File: src/rtl/peak_tracker_if.sv
// rtl/peak_tracker_if.sv - sample/axis inputs and peak result outputs of peak_tracker
interface peak_tracker_if #(
    parameter int DATA_W   = 12,
    parameter int POS_W    = 32,
    parameter int NUM_AXES = 2,
    parameter int CNT_W    = 16
);
    localparam int AXIS_W = (NUM_AXES > 1) ? $clog2(NUM_AXES) : 1;

    logic                      START;
    logic                      STOP;
    logic                      S_VALID;
    logic [DATA_W-1:0]         S_DATA;
    logic [NUM_AXES-1:0]       AXIS_EN;
    logic [NUM_AXES*POS_W-1:0] POS;
    logic [DATA_W-1:0]         MAX_VAL;
    logic [POS_W-1:0]          MAX_POS;
    logic [AXIS_W-1:0]         MAX_AXIS;
    logic                      UPDATE;
    logic                      BUSY;
    logic                      DONE;
    logic [CNT_W-1:0]          SAMPLE_CNT;

    modport master (
        output START, STOP, S_VALID, S_DATA, AXIS_EN, POS,
        input  MAX_VAL, MAX_POS, MAX_AXIS, UPDATE, BUSY, DONE, SAMPLE_CNT
    );

    modport slave (
        input  START, STOP, S_VALID, S_DATA, AXIS_EN, POS,
        output MAX_VAL, MAX_POS, MAX_AXIS, UPDATE, BUSY, DONE, SAMPLE_CNT
    );
endinterface

File: src/rtl/peak_tracker.sv
// rtl/peak_tracker.sv - peak ADC sample tracker with hysteresis and axis position capture
module peak_tracker #(
    parameter int DATA_W   = 12,
    parameter int POS_W    = 32,
    parameter int NUM_AXES = 2,
    parameter int HYST     = 0,
    parameter int CNT_W    = 16
) (
    input  logic          CLK,
    input  logic          RST,
    peak_tracker_if.slave bus
);
    localparam int AXIS_W = (NUM_AXES > 1) ? $clog2(NUM_AXES) : 1;

    typedef enum logic [1:0] {IDLE, TRACK, FIN} state_t;

    state_t            state;
    logic              first;
    logic [DATA_W-1:0] max_val;
    logic [POS_W-1:0]  max_pos;
    logic [AXIS_W-1:0] max_axis;
    logic              update;
    logic              busy;
    logic              done;
    logic [CNT_W-1:0]  sample_cnt;

    logic              sel_found;
    logic [AXIS_W-1:0] sel_idx;
    logic [POS_W-1:0]  sel_pos;
    logic [DATA_W:0]   thresh;
    logic              capture;

    // Scan from the top down so the lowest enabled axis is the one left standing.
    always_comb begin
        sel_found = 1'b0;
        sel_idx   = '0;
        sel_pos   = '0;
        for (int i = NUM_AXES - 1; i >= 0; i--) begin
            if (bus.AXIS_EN[i]) begin
                sel_found = 1'b1;
                sel_idx   = AXIS_W'(i);
                sel_pos   = bus.POS[i*POS_W +: POS_W];
            end
        end
    end

    // One extra bit keeps max+HYST from wrapping, which freezes capture near full scale.
    always_comb begin
        thresh  = {1'b0, max_val} + (DATA_W + 1)'(HYST);
        capture = sel_found && (first || ({1'b0, bus.S_DATA} > thresh));
    end

    always_ff @(posedge CLK) begin
        if (RST) begin
            state      <= IDLE;
            first      <= 1'b1;
            max_val    <= '0;
            max_pos    <= '0;
            max_axis   <= '0;
            update     <= 1'b0;
            busy       <= 1'b0;
            done       <= 1'b0;
            sample_cnt <= '0;
        end else begin
            update <= 1'b0;
            done   <= 1'b0;
            case (state)
                IDLE: begin
                    if (bus.START) begin
                        state      <= TRACK;
                        busy       <= 1'b1;
                        first      <= 1'b1;
                        max_val    <= '0;
                        max_pos    <= '0;
                        max_axis   <= '0;
                        sample_cnt <= '0;
                    end
                end
                TRACK: begin
                    if (bus.START) begin
                        first      <= 1'b1;
                        max_val    <= '0;
                        max_pos    <= '0;
                        max_axis   <= '0;
                        sample_cnt <= '0;
                    end else begin
                        if (bus.S_VALID) begin
                            if (sample_cnt != '1) begin
                                sample_cnt <= sample_cnt + CNT_W'(1);
                            end
                            if (capture) begin
                                max_val  <= bus.S_DATA;
                                max_pos  <= sel_pos;
                                max_axis <= sel_idx;
                                update   <= 1'b1;
                                first    <= 1'b0;
                            end
                        end
                        if (bus.STOP) begin
                            state <= FIN;
                            busy  <= 1'b0;
                            done  <= 1'b1;
                        end
                    end
                end
                FIN: begin
                    state <= IDLE;
                end
                default: begin
                    state <= IDLE;
                    busy  <= 1'b0;
                end
            endcase
        end
    end

    assign bus.MAX_VAL    = max_val;
    assign bus.MAX_POS    = max_pos;
    assign bus.MAX_AXIS   = max_axis;
    assign bus.UPDATE     = update;
    assign bus.BUSY       = busy;
    assign bus.DONE       = done;
    assign bus.SAMPLE_CNT = sample_cnt;
endmodule

File: src/flat_wrapper.sv
// flat-port wrapper written by rule: the top's interface ports become plain ports
module peak_tracker_flat 
#(
    parameter int DATA_W   = 12,
    parameter int POS_W    = 32,
    parameter int NUM_AXES = 2,
    parameter int HYST     = 0,
    parameter int CNT_W    = 16
)
  (CLK, RST, bus_START, bus_STOP, bus_S_VALID, bus_S_DATA, bus_AXIS_EN, bus_POS, bus_MAX_VAL, bus_MAX_POS, bus_MAX_AXIS, bus_UPDATE, bus_BUSY, bus_DONE, bus_SAMPLE_CNT);
  peak_tracker_if #(.DATA_W(DATA_W), .POS_W(POS_W), .NUM_AXES(NUM_AXES), .CNT_W(CNT_W)) bus_i ();
  input  logic CLK;
  input  logic RST;
  input wire logic [$bits(bus_i.START)-1:0] bus_START;
  input wire logic [$bits(bus_i.STOP)-1:0] bus_STOP;
  input wire logic [$bits(bus_i.S_VALID)-1:0] bus_S_VALID;
  input wire logic [$bits(bus_i.S_DATA)-1:0] bus_S_DATA;
  input wire logic [$bits(bus_i.AXIS_EN)-1:0] bus_AXIS_EN;
  input wire logic [$bits(bus_i.POS)-1:0] bus_POS;
  output wire logic [$bits(bus_i.MAX_VAL)-1:0] bus_MAX_VAL;
  output wire logic [$bits(bus_i.MAX_POS)-1:0] bus_MAX_POS;
  output wire logic [$bits(bus_i.MAX_AXIS)-1:0] bus_MAX_AXIS;
  output wire logic [$bits(bus_i.UPDATE)-1:0] bus_UPDATE;
  output wire logic [$bits(bus_i.BUSY)-1:0] bus_BUSY;
  output wire logic [$bits(bus_i.DONE)-1:0] bus_DONE;
  output wire logic [$bits(bus_i.SAMPLE_CNT)-1:0] bus_SAMPLE_CNT;
  assign bus_i.START = bus_START;
  assign bus_i.STOP = bus_STOP;
  assign bus_i.S_VALID = bus_S_VALID;
  assign bus_i.S_DATA = bus_S_DATA;
  assign bus_i.AXIS_EN = bus_AXIS_EN;
  assign bus_i.POS = bus_POS;
  assign bus_MAX_VAL = bus_i.MAX_VAL;
  assign bus_MAX_POS = bus_i.MAX_POS;
  assign bus_MAX_AXIS = bus_i.MAX_AXIS;
  assign bus_UPDATE = bus_i.UPDATE;
  assign bus_BUSY = bus_i.BUSY;
  assign bus_DONE = bus_i.DONE;
  assign bus_SAMPLE_CNT = bus_i.SAMPLE_CNT;
  peak_tracker #(.DATA_W(DATA_W), .POS_W(POS_W), .NUM_AXES(NUM_AXES), .HYST(HYST), .CNT_W(CNT_W)) u_core (.CLK(CLK), .RST(RST), .bus(bus_i));
endmodule
File: config.mk
export PLATFORM = sky130hd
export DESIGN_NAME = peak_tracker_flat
export DESIGN_NICKNAME = d
export VERILOG_FILES = /design/src/rtl/peak_tracker_if.sv /design/src/rtl/peak_tracker.sv /design/src/flat_wrapper.sv
export SDC_FILE = /design/constraint.sdc
export NUM_CORES = 1
export LEC_CHECK = 0
export CORE_MARGIN = 1.5
export CORE_UTILIZATION = 45
export DETAILED_ROUTE_END_ITERATION = 7
export GPL_ROUTABILITY_DRIVEN = 0
export MAX_ROUTING_LAYER = met4
export PLACE_DENSITY = 0.88
export SETUP_SLACK_MARGIN = 0.2
export SYNTH_ARGS = -nofsm -noshare
export SYNTH_HDL_FRONTEND = slang
export SYNTH_SLANG_ARGS = --single-unit
File: constraint.sdc
create_clock -name CLK -period 5.46 [get_ports CLK]
set_clock_uncertainty 0.1 [all_clocks]
set_input_delay 1.092 -clock CLK [delete_from_list [all_inputs] [get_ports CLK]]
set_output_delay 1.092 -clock CLK [all_outputs]
set_load 0.05 [all_outputs]
## Word-level counts from Yosys, hierarchy flattened

Index checks and enable logic that the tools add are counted.

| word-level totals | value |
|---|---|
| register bits after elaboration | 67 |
| input bits | 83 |

| cells by class | value |
|---|---|
| $add $sub $neg | 1 |
| $lt $le $gt $ge | 1 |
| equality and inequality tests | 9 |
| multiplexer cells | 39 |
| bitwise operators | 3 |
| reduce and logical (&&, ||, !) cells | 10 |

Operators by type and width:

| operator | number |
|---|---|
| 32-bit 2-to-1 mux | 6 |
| 16-bit 2-to-1 mux | 4 |
| 32-bit case mux with 2 select lines | 1 |
| 12-bit 2-to-1 mux | 4 |
| 16-bit case mux with 2 select lines | 1 |
| 12-bit case mux with 2 select lines | 1 |
| 16-bit by 1-bit adder with 16-bit output (second input constant) | 1 |
| 16-bit inequality test (second input constant) | 1 |
| 1-bit 2-to-1 mux | 15 |
| 12-bit greater-than comparator | 1 |
| 4-bit AND reduction | 3 |
| 2-bit 2-to-1 mux | 3 |
| 2-bit inequality test (second input constant) | 3 |
| 3-bit by 2-bit inequality test with 1-bit output (second input constant) | 2 |
| 1-bit case mux with 2 select lines | 2 |
| 2-bit case mux with 2 select lines | 1 |
| 4-bit OR reduction | 1 |
| 3-bit inequality test (second input constant) | 1 |
| 1-bit NOT | 3 |
| 1-bit case mux with 3 select lines | 1 |
| 3-bit AND reduction | 1 |
| 3-bit OR reduction | 1 |
| 2-bit by 1-bit equality test with 1-bit output (second input constant) | 1 |
| 2-bit equality test (second input constant) | 1 |
| other kinds (4) | 4 |

## Depth between registers and ports, before layout

Gate-level depths: netlist (run 1).

| depth | value |
|---|---|
| depth after elaboration | 7 |
| mapped depth | 11 |
| depth with buffers taken out | 9 |

## Worst setup path after synthesis (run 1)

OpenSTA, ideal clock, no wires.

| timing path | value |
|---|---|
| path kind | input-to-reg |
| start | input port bus_S_DATA[1] |
| end | register u_core.max_pos[10], in the netlist u_core.bus.MAX_POS[10] |
| setup time | 0.146 ns |
| data arrival time | 2.802 ns |
| slack | 2.412 ns |
| stages on the path | 10 |
| buffers on the path | 2 |
| cells stage by stage | ha_1 nor2b_1 o211ai_1 a211oi_1 o31a_2 o2111ai_4 and2_1 buf_2 buf_6 a211oi_2 |

| on the way | value |
|---|---|
| longest elaborated chain between the ends | 5 |

RTL lines:

| item | RTL line | source |
|---|---|---|
| start, declared | flat_wrapper.sv:17 | `input wire logic [$bits(bus_i.S_DATA)-1:0] bus_S_DATA;` |
| 12-bit greater-than comparator | peak_tracker.sv:50 | `capture = sel_found && (first \|\| ({1'b0, bus.S_DATA} > thresh));` |
| 1-bit logical OR | peak_tracker.sv:50 |  |
| 1-bit logical AND | peak_tracker.sv:50 |  |
| 3-bit by 2-bit inequality test with 1-bit output (no source line) | - |  |
| 4-bit AND reduction (no source line) | - |  |
| end signal, assigned | peak_tracker.sv:93 | `max_pos <= sel_pos;` |
| end, declared | peak_tracker.sv:20 | `logic [POS_W-1:0] max_pos;` |

Every way passes these cells.
A chain may end at the register's enable or synchronous reset.

## Worst setup path after layout (run 1)

| timing path | value |
|---|---|
| start | input port bus_S_DATA[1] |
| end | register u_core.max_pos[25], in the netlist u_core.bus.MAX_POS[25] |

Same word-level chain as after synthesis.

==> flow_summary.json, run 1 <==
{
  "die_x_um": 88.48,
  "clock_power_share_pct": 36.8,
  "cp_slowest_cell": "clkdlybuf4s50_1",
  "area_delta_synth_final_pct": 52.09,
  "vias": 3263,
  "setup_viol": 0,
  "cts.clk_slew.worst_paths_ns": 0.07,
  "period_share_pct": 69.35,
  "min_path_type": "reg -> reg",
  "htree_levels": 3,
  "worst_ep_required_time_ns": 5.52,
  "whs_path_depth": 2,
  "ff_latch_area_um2": 1341,
  "synth_area_um2": 3288,
  "pwr-share-seq_pct": 42.0,
  "reg2reg_setup_slack_ns": 2.45,
  "synth_cells": 349,
  "core_area_um2": 6944,
  "finalSetupTns_ns": 0,
  "path_cells": "clkdlybuf4s50_1 -> ha_1 -> nor2b_1 -> o211ai_1 -> a211oi_1 -> o31a_2 -> o2111ai_4 -> buf_4 -> and2_1 -> buf_4 -> a211oi_1",
  "cts_root_buf": "clkbuf_8",
  "synth.distinct_cells": 42,
  "rsz0062_at_grt": "false",
  "die_h_um": 88.48,
  "reg2regPathDepth": 11,
  "cap_viol_max_count": 0,
  "synth_common_cells": "67 x dfxtp_1, 46 x inv_1, 32 x a222oi_1",
  "cp_slowest_stage_delay_ns": 0.49,
  "cts_resized": 0,
  "die_area_um2": 7829,
  "cts_setup_buffers": 0,
  "syn_avg_cell_area_um2": 9.422,
  "min_period_ns": 3.787,
  "r2r_start": "u_core.bus.MAX_VAL[1]",
  "final-max-slew-violation-count": 0,
  "drt_iter0_drc": 238,
  "drt-total-wl_um": 9081,
  "place_hpwl_um": 6615,
  "layout.nets": 579,
  "synth_edf_count": 0,
  "clk_latency_ns": 0.33,
  "rr_endpoint": "u_core.bus.MAX_POS[25]",
  "netlist_top_cells_area": "dfxtp_1 41%, a222oi_1 9.7%, a211oi_2 7.6%, inv_1 5.3%, ha_1 4.9%",
  "p_per_area_nw_per_um2": 247.5,
  "grt_first_pass_wirelength_um": 14290,
  "grt_usage_pct": 23.92,
  "crit_path_max_fanout": 33,
  "synth_seq_cells": 67,
  "avgViaCountPerCell": 5.587,
  "nFillCells": 543,
  "crit_arrival_ns": 3.85,
  "antenna_found_initial": 0,
  "p_comb_share_pct": 21.2,
  "overflow": 0,
  "status": "finished with violations",
  "grt_pass1_vias": 3069,
  "critPathCaptureType": "register",
  "synth_nets": 445,
  "violations": "design-rule violations",
  "synth.most_common_cell": "dfxtp_1",
  "power_switching_share_pct": 27.83,
  "criticalPathCategory": "in -> reg",
  "portBuffers": 146,
  "diodes": 0,
  "cts_sinks": 67,
  "fmax_mhz": 264.1,
  "async_flop_share_pct": 0,
  "crit_path_start": "bus_S_DATA[1]",
  "cts_made_buffers": 9,
  "cp_top_family": "buffers and inverters",
  "drc": 3,
  "worstPathBufferInverterCount": 3,
  "hold_viol_final": 0,
  "ant_nets": 0,
  "slew_headroom_pct": 23.71,
  "tightestPinTransition_ns": 1.144,
  "ioPinCount": 147,
  "drt-wirelength-per-cell_um": 15.55,
  "fin_util_pct": 72.02,
  "cp.depth": 11,
  "synth_top_area_cell": "dfxtp_1",
  "yosys_warnings": 0,
  "power_switching_uw": 344.5,
  "ir_drop_mv": 0.1565,
  "drive_gt1_share_pct": 10.45,
  "cp-endpoint": "u_core.bus.MAX_POS[25]",
  "clockBufferDepth": 2,
  "cts_hold_buffers": 0,
  "firstDrtPassIters": 8,
  "multi_input_area_um2": 1647,
  "p_int_uw": 893.5,
  "grt_max_degree": 38,
  "rows": 30,
  "cts_tree": "built",
  "yosys.area.top_type_share_pct": 40.79,
  "cellLeakagePower_uw": 0.001810,
  "synth.yosys.seq_area_share_pct": 40.79,
  "start_kind": "primary input",
  "ys.flop_type": "dfxtp_1",
  "initial_core_util_pct": 47.35
}
-- cells in the final DEF, fill, tap and decap left out, drive strengths merged --
cell type / instances
a31oi: 1
o211a: 1
xnor2: 4
clkinv: 2
clkdlybuf4s50: 145
o211ai: 2
a211oi: 33
nand4: 7
and2: 3
o21a: 1
clkinvlp: 2
nand2: 8
o31a: 1
o2111ai: 1
or4b: 1
nor2: 31
o21ai: 5
nor4bb: 1
a21o: 1
nor3b: 1
buf: 5
xor2: 10
nand3: 8
or3: 1
inv: 48
a22oi: 12
a222oi: 32
mux2i: 1
dfxtp: 67
clkbuf: 10
a21oi: 11
nor2b: 1
o21bai: 2
and3: 8
nand2b: 2
nor3: 4
bufinv: 2
ha: 13
-- power groups by stage --
stage	Clock [µW]	Combinational (µW)	Sequential [µW]
2_1_floorplan	0	87.5	591
3_3_place_gp	0	258	530
3_5_place_dp	0	261	530
4_1_cts	462	263	520
5_1_grt	487	278	522
6_report	456	262	520
-- tightest hold or removal path, cell delays in order, from the launching register on --
cell and delay, ns:
dfxtp_1 0.31, inv_1 0.05, a211oi_1 0.05
-- layer usage --
layer	share of wire [%]	track usage [%]	vias up
met2	49	38.45	152
met3	5.8	4.011	23
met5	0	-	-
li1	-	-	1563
met1	42	29.72	1525
met4	3.0	10.23	0
-- cell families after synthesis --
kind of cell             count (synthesis)  share of synthesized area (%)
flip-flops                              67                          40.79
adder cells (fa/ha/maj)                 13                          4.947
AO/OA/AOI/OAI                          103                          28.92
buffers and inverters                   75                          9.323
multiplexers                             1                         0.3044
AND/OR/NAND/NOR                         76                          11.99
XOR/XNOR                                14                          3.729
-- flip-flops by register name (all words and copies together) (netlist names) --
signal and flops:
u_core.state 2, u_core.bus.DONE 1, u_core.bus.MAX_POS 32, u_core.first 1, u_core.bus.BUSY 1, u_core.bus.SAMPLE_CNT 16, u_core.bus.UPDATE 1, u_core.bus.MAX_AXIS 1
u_core.bus.MAX_VAL 12
-- worst min-delay path by stage --
stage / startpoint / end
floorplan: u_core.state[1] / u_core.state[0]
global placement: u_core.bus.MAX_POS[4] / u_core.bus.MAX_POS[4]
detailed placement: u_core.bus.MAX_POS[24] / u_core.bus.MAX_POS[24]
CTS: u_core.bus.MAX_POS[24] / u_core.bus.MAX_POS[24]
global route: u_core.bus.MAX_POS[11] / u_core.bus.MAX_POS[11]
finish: u_core.bus.MAX_POS[24] / u_core.bus.MAX_POS[24]
-- stage by stage --
stage | cells | setup slack, ns | hold slack [ns] | cell area, µm² | power (µW)
detailed placement | 568 | 1.318 | 0.3482 | 4775 | 791.9
finish | 584 | 1.673 | 0.3558 | 5001 | 1238
floorplan | 349 | 2.412 | 0.3666 | 3288 | 678.5
CTS | 584 | 1.677 | 0.3585 | 5001 | 1245
global route | 584 | 1.509 | 0.3705 | 5001 | 1287
global placement | 568 | 1.356 | 0.3427 | 4775 | 787.2
-- area by class of cell --
type                       instances  share of cell area, %
clock inverter                     6                  1.776
multi-input combinational        207                  32.92
tap                               96                  2.402
inverter                          48                  3.603
sequential                        67                  26.82
clock buffer                      10                  2.752
timing repair buffer             150                  29.72
Power figures use the tool's default switching activity.
==> run 2, diff against run 1 <==
--- a/config.mk
+++ b/config.mk
@@ -6,11 +6,11 @@
 export NUM_CORES = 1
 export LEC_CHECK = 0
 export CORE_MARGIN = 1.5
-export CORE_UTILIZATION = 45
+export CORE_UTILIZATION = 42
 export DETAILED_ROUTE_END_ITERATION = 7
 export GPL_ROUTABILITY_DRIVEN = 0
 export MAX_ROUTING_LAYER = met4
-export PLACE_DENSITY = 0.88
+export PLACE_DENSITY = 0.84
 export SETUP_SLACK_MARGIN = 0.2
 export SYNTH_ARGS = -nofsm -noshare
 export SYNTH_HDL_FRONTEND = slang
==> constraint.sdc (replaced) <==
create_clock -name CLK -period 3.6 [get_ports CLK]
set_clock_uncertainty 0.1 [all_clocks]
set_input_delay 0.72 -clock CLK [delete_from_list [all_inputs] [get_ports CLK]]
set_output_delay 0.72 -clock CLK [all_outputs]
set_load 0.05 [all_outputs]
==> run 2 against run 1 <==
Via count grew 1.0%; combinational power grew 56%; utilization down 6.1 points; design area rose by 0.73%; critical path depth down 1; global-route usage down 0.059 points; the run still ends with design-rule violations left; routed wire length increased by 9.1%; cell count up 1.5%; power rose by 50%; sequential share of layout area is 0.19 points lower; sequential power up 52%.
==> flow_summary.json, run 2 (synthesis gave the netlist of run 1 again) <==
{
  "p_int_uw": 1345,
  "die_area_um2": 8369,
  "final-max-slew-violation-count": 0,
  "cts_made_buffers": 9,
  "layout.nets": 583,
  "grt_usage_pct": 23.86,
  "drt_iter0_drc": 260,
  "initial_core_util_pct": 43.00,
  "hold_viol_final": 0,
  "min_period_ns": 3.116,
  "p_comb_share_pct": 21.9,
  "period_share_pct": 86.57,
  "cts_sinks": 67,
  "cp_slowest_stage_delay_ns": 0.49,
  "cts_hold_buffers": 0,
  "cap_viol_max_count": 0,
  "cts_resized": 0,
  "criticalPathCategory": "in -> reg",
  "hp-start": "u_core.bus.MAX_POS[8]",
  "drc": 2,
  "crit_path_start": "bus_S_DATA[1]",
  "power_uw": 1863,
  "mostFrequentLayoutCells": "145 x clkdlybuf4s50_1, 67 x dfxtp_1, 46 x inv_1",
  "rsz0062_at_grt": "false",
  "grt_pass1_vias": 3308,
  "clock_power_share_pct": 35.8,
  "slew_headroom_pct": 19.53,
  "ff_latch_area_um2": 1341,
  "die_h_um": 91.48,
  "worst_ep_required_time_ns": 3.74,
  "cts_root_buf": "clkbuf_8",
  "grt_first_pass_wirelength_um": 15450,
  "post-place-ws_ns": 0.1398,
  "drt-wirelength-per-cell_um": 16.71,
  "clockBufferDepth": 2,
  "largest_reg_flops": 32,
  "mostFrequentLayoutCell": "clkdlybuf4s50_1",
  "finalSetupTns_ns": 0,
  "cp_slowest_cell": "clkdlybuf4s50_1",
  "fmax_mhz": 320.9,
  "area_delta_synth_final_pct": 53.20,
  "start_kind": "primary input",
  "drive_gt1_share_pct": 10.79,
  "timing.final.ws_setup_ns": 0.4835,
  "ir_drop_mv": 0.2424,
  "rows": 32,
  "nFillCells": 611,
  "grt_max_degree": 37,
  "r2r_start": "u_core.bus.MAX_VAL[1]",
  "antenna_found_initial": 0,
  "status": "finished with violations",
  "cts_setup_buffers": 0,
  "cts_tree": "built",
  "cp_top_family": "compound AO/OA/AOI/OAI gates",
  "setup_viol": 0,
  "diodes": 0,
  "vias": 3297,
  "place_hpwl_um": 6944,
  "clk_latency_ns": 0.34,
  "overflow": 0,
  "cellLeakagePower_uw": 0.001834,
  "p_per_area_nw_per_um2": 369.8,
  "core_area_um2": 7647,
  "drt-total-wl_um": 9907,
  "worstPathBufferInverterCount": 2,
  "crit_arrival_ns": 3.26,
  "multi_input_area_um2": 1647,
  "ioPinCount": 147,
  "crit_path_max_fanout": 32,
  "firstDrtPassIters": 8,
  "power_switching_uw": 518.1,
  "violations": "design-rule violations",
  "cts.clk_slew.worst_paths_ns": 0.07,
  "critPathCaptureType": "register",
  "pwr-share-seq_pct": 42.3,
  "htree_levels": 3,
  "crit_top_cell": "a211oi_1",
  "tightestPinTransition_ns": 1.207,
  "min_path_type": "reg -> reg",
  "die_x_um": 91.48,
  "ant_nets": 0,
  "path_cells": "clkdlybuf4s50_1 -> ha_1 -> nor2b_1 -> o211ai_1 -> a211oi_1 -> o31a_2 -> o2111ai_4 -> buf_4 -> a222oi_1 -> a211oi_1",
  "power_switching_share_pct": 27.81,
  "portBuffers": 146,
  "avgViaCountPerCell": 5.560,
  "fin_util_pct": 65.87
}
==> run 2: cell count changes in the layout (fill, tap and decap cells not counted), sizes merged <==
cell	change
clkinvlp	-2
clkbuf	+4
bufinv	-1
clkinv	-2
buf	+4
==> run 2: area by class of cell <==
| type | count | share of cell area (%) |
|---|---|---|
| Multi-Input combinational cell | 207 | 32.69 |
| Sequential cell | 67 | 26.63 |
| Timing Repair Buffer | 154 | 30.35 |
| Clock buffer | 14 | 3.626 |
| Inverter | 48 | 3.577 |
| Tap cell | 102 | 2.534 |
| Clock inverter | 1 | 0.5961 |
==> run 2: worst reg2reg max path, stage by stage, from the launching register on <==
cell	delay, ns
dfxtp_1	0.35
inv_1	0.06
ha_1	0.30
nor2b_1	0.15
o211ai_1	0.18
a211oi_1	0.10
o31a_2	0.38
o2111ai_4	0.19
buf_4	0.37
a222oi_1	0.14
a211oi_1	0.30
==> run 2: power by group through the flow <==
stage               Combinational, µW  Sequential, µW  Clock [µW]
floorplan                         133             896           0
global placement                  398             803           0
detailed placement                405             804           0
CTS                               408             788         680
global route                      430             791         714
finish                            408             788         667
==> run 2: path summary, 6_finish.rpt <==
kind / endpoint / slack [ns] / cells after the start
worst min register to register: u_core.bus.MAX_POS[8] / 0.36 / 2
worst max register to register: u_core.bus.MAX_POS[29] / 0.90 / 10
worst max-delay path: u_core.bus.MAX_POS[29] / 0.48 / 10
worst min-delay path: u_core.bus.MAX_POS[8] / 0.36 / 2
==> run 2: layer usage <==
metal	up-vias	track usage, %	wire [µm]
met3	33	3.434	475
li1	1561	-	-
met1	1558	27.10	4085
met4	0	13.02	331
met5	-	-	0
met2	145	40.30	5015
==> run 2: per-stage QoR <==
step / hold WS, ns / cell area [µm²] / std cells
floorplan: 0.3666 / 3288 / 349
global placement: 0.3413 / 4825 / 578
detailed placement: 0.3474 / 4825 / 578
CTS: 0.3641 / 5037 / 593
global route: 0.3826 / 5037 / 593
finish: 0.3619 / 5037 / 593
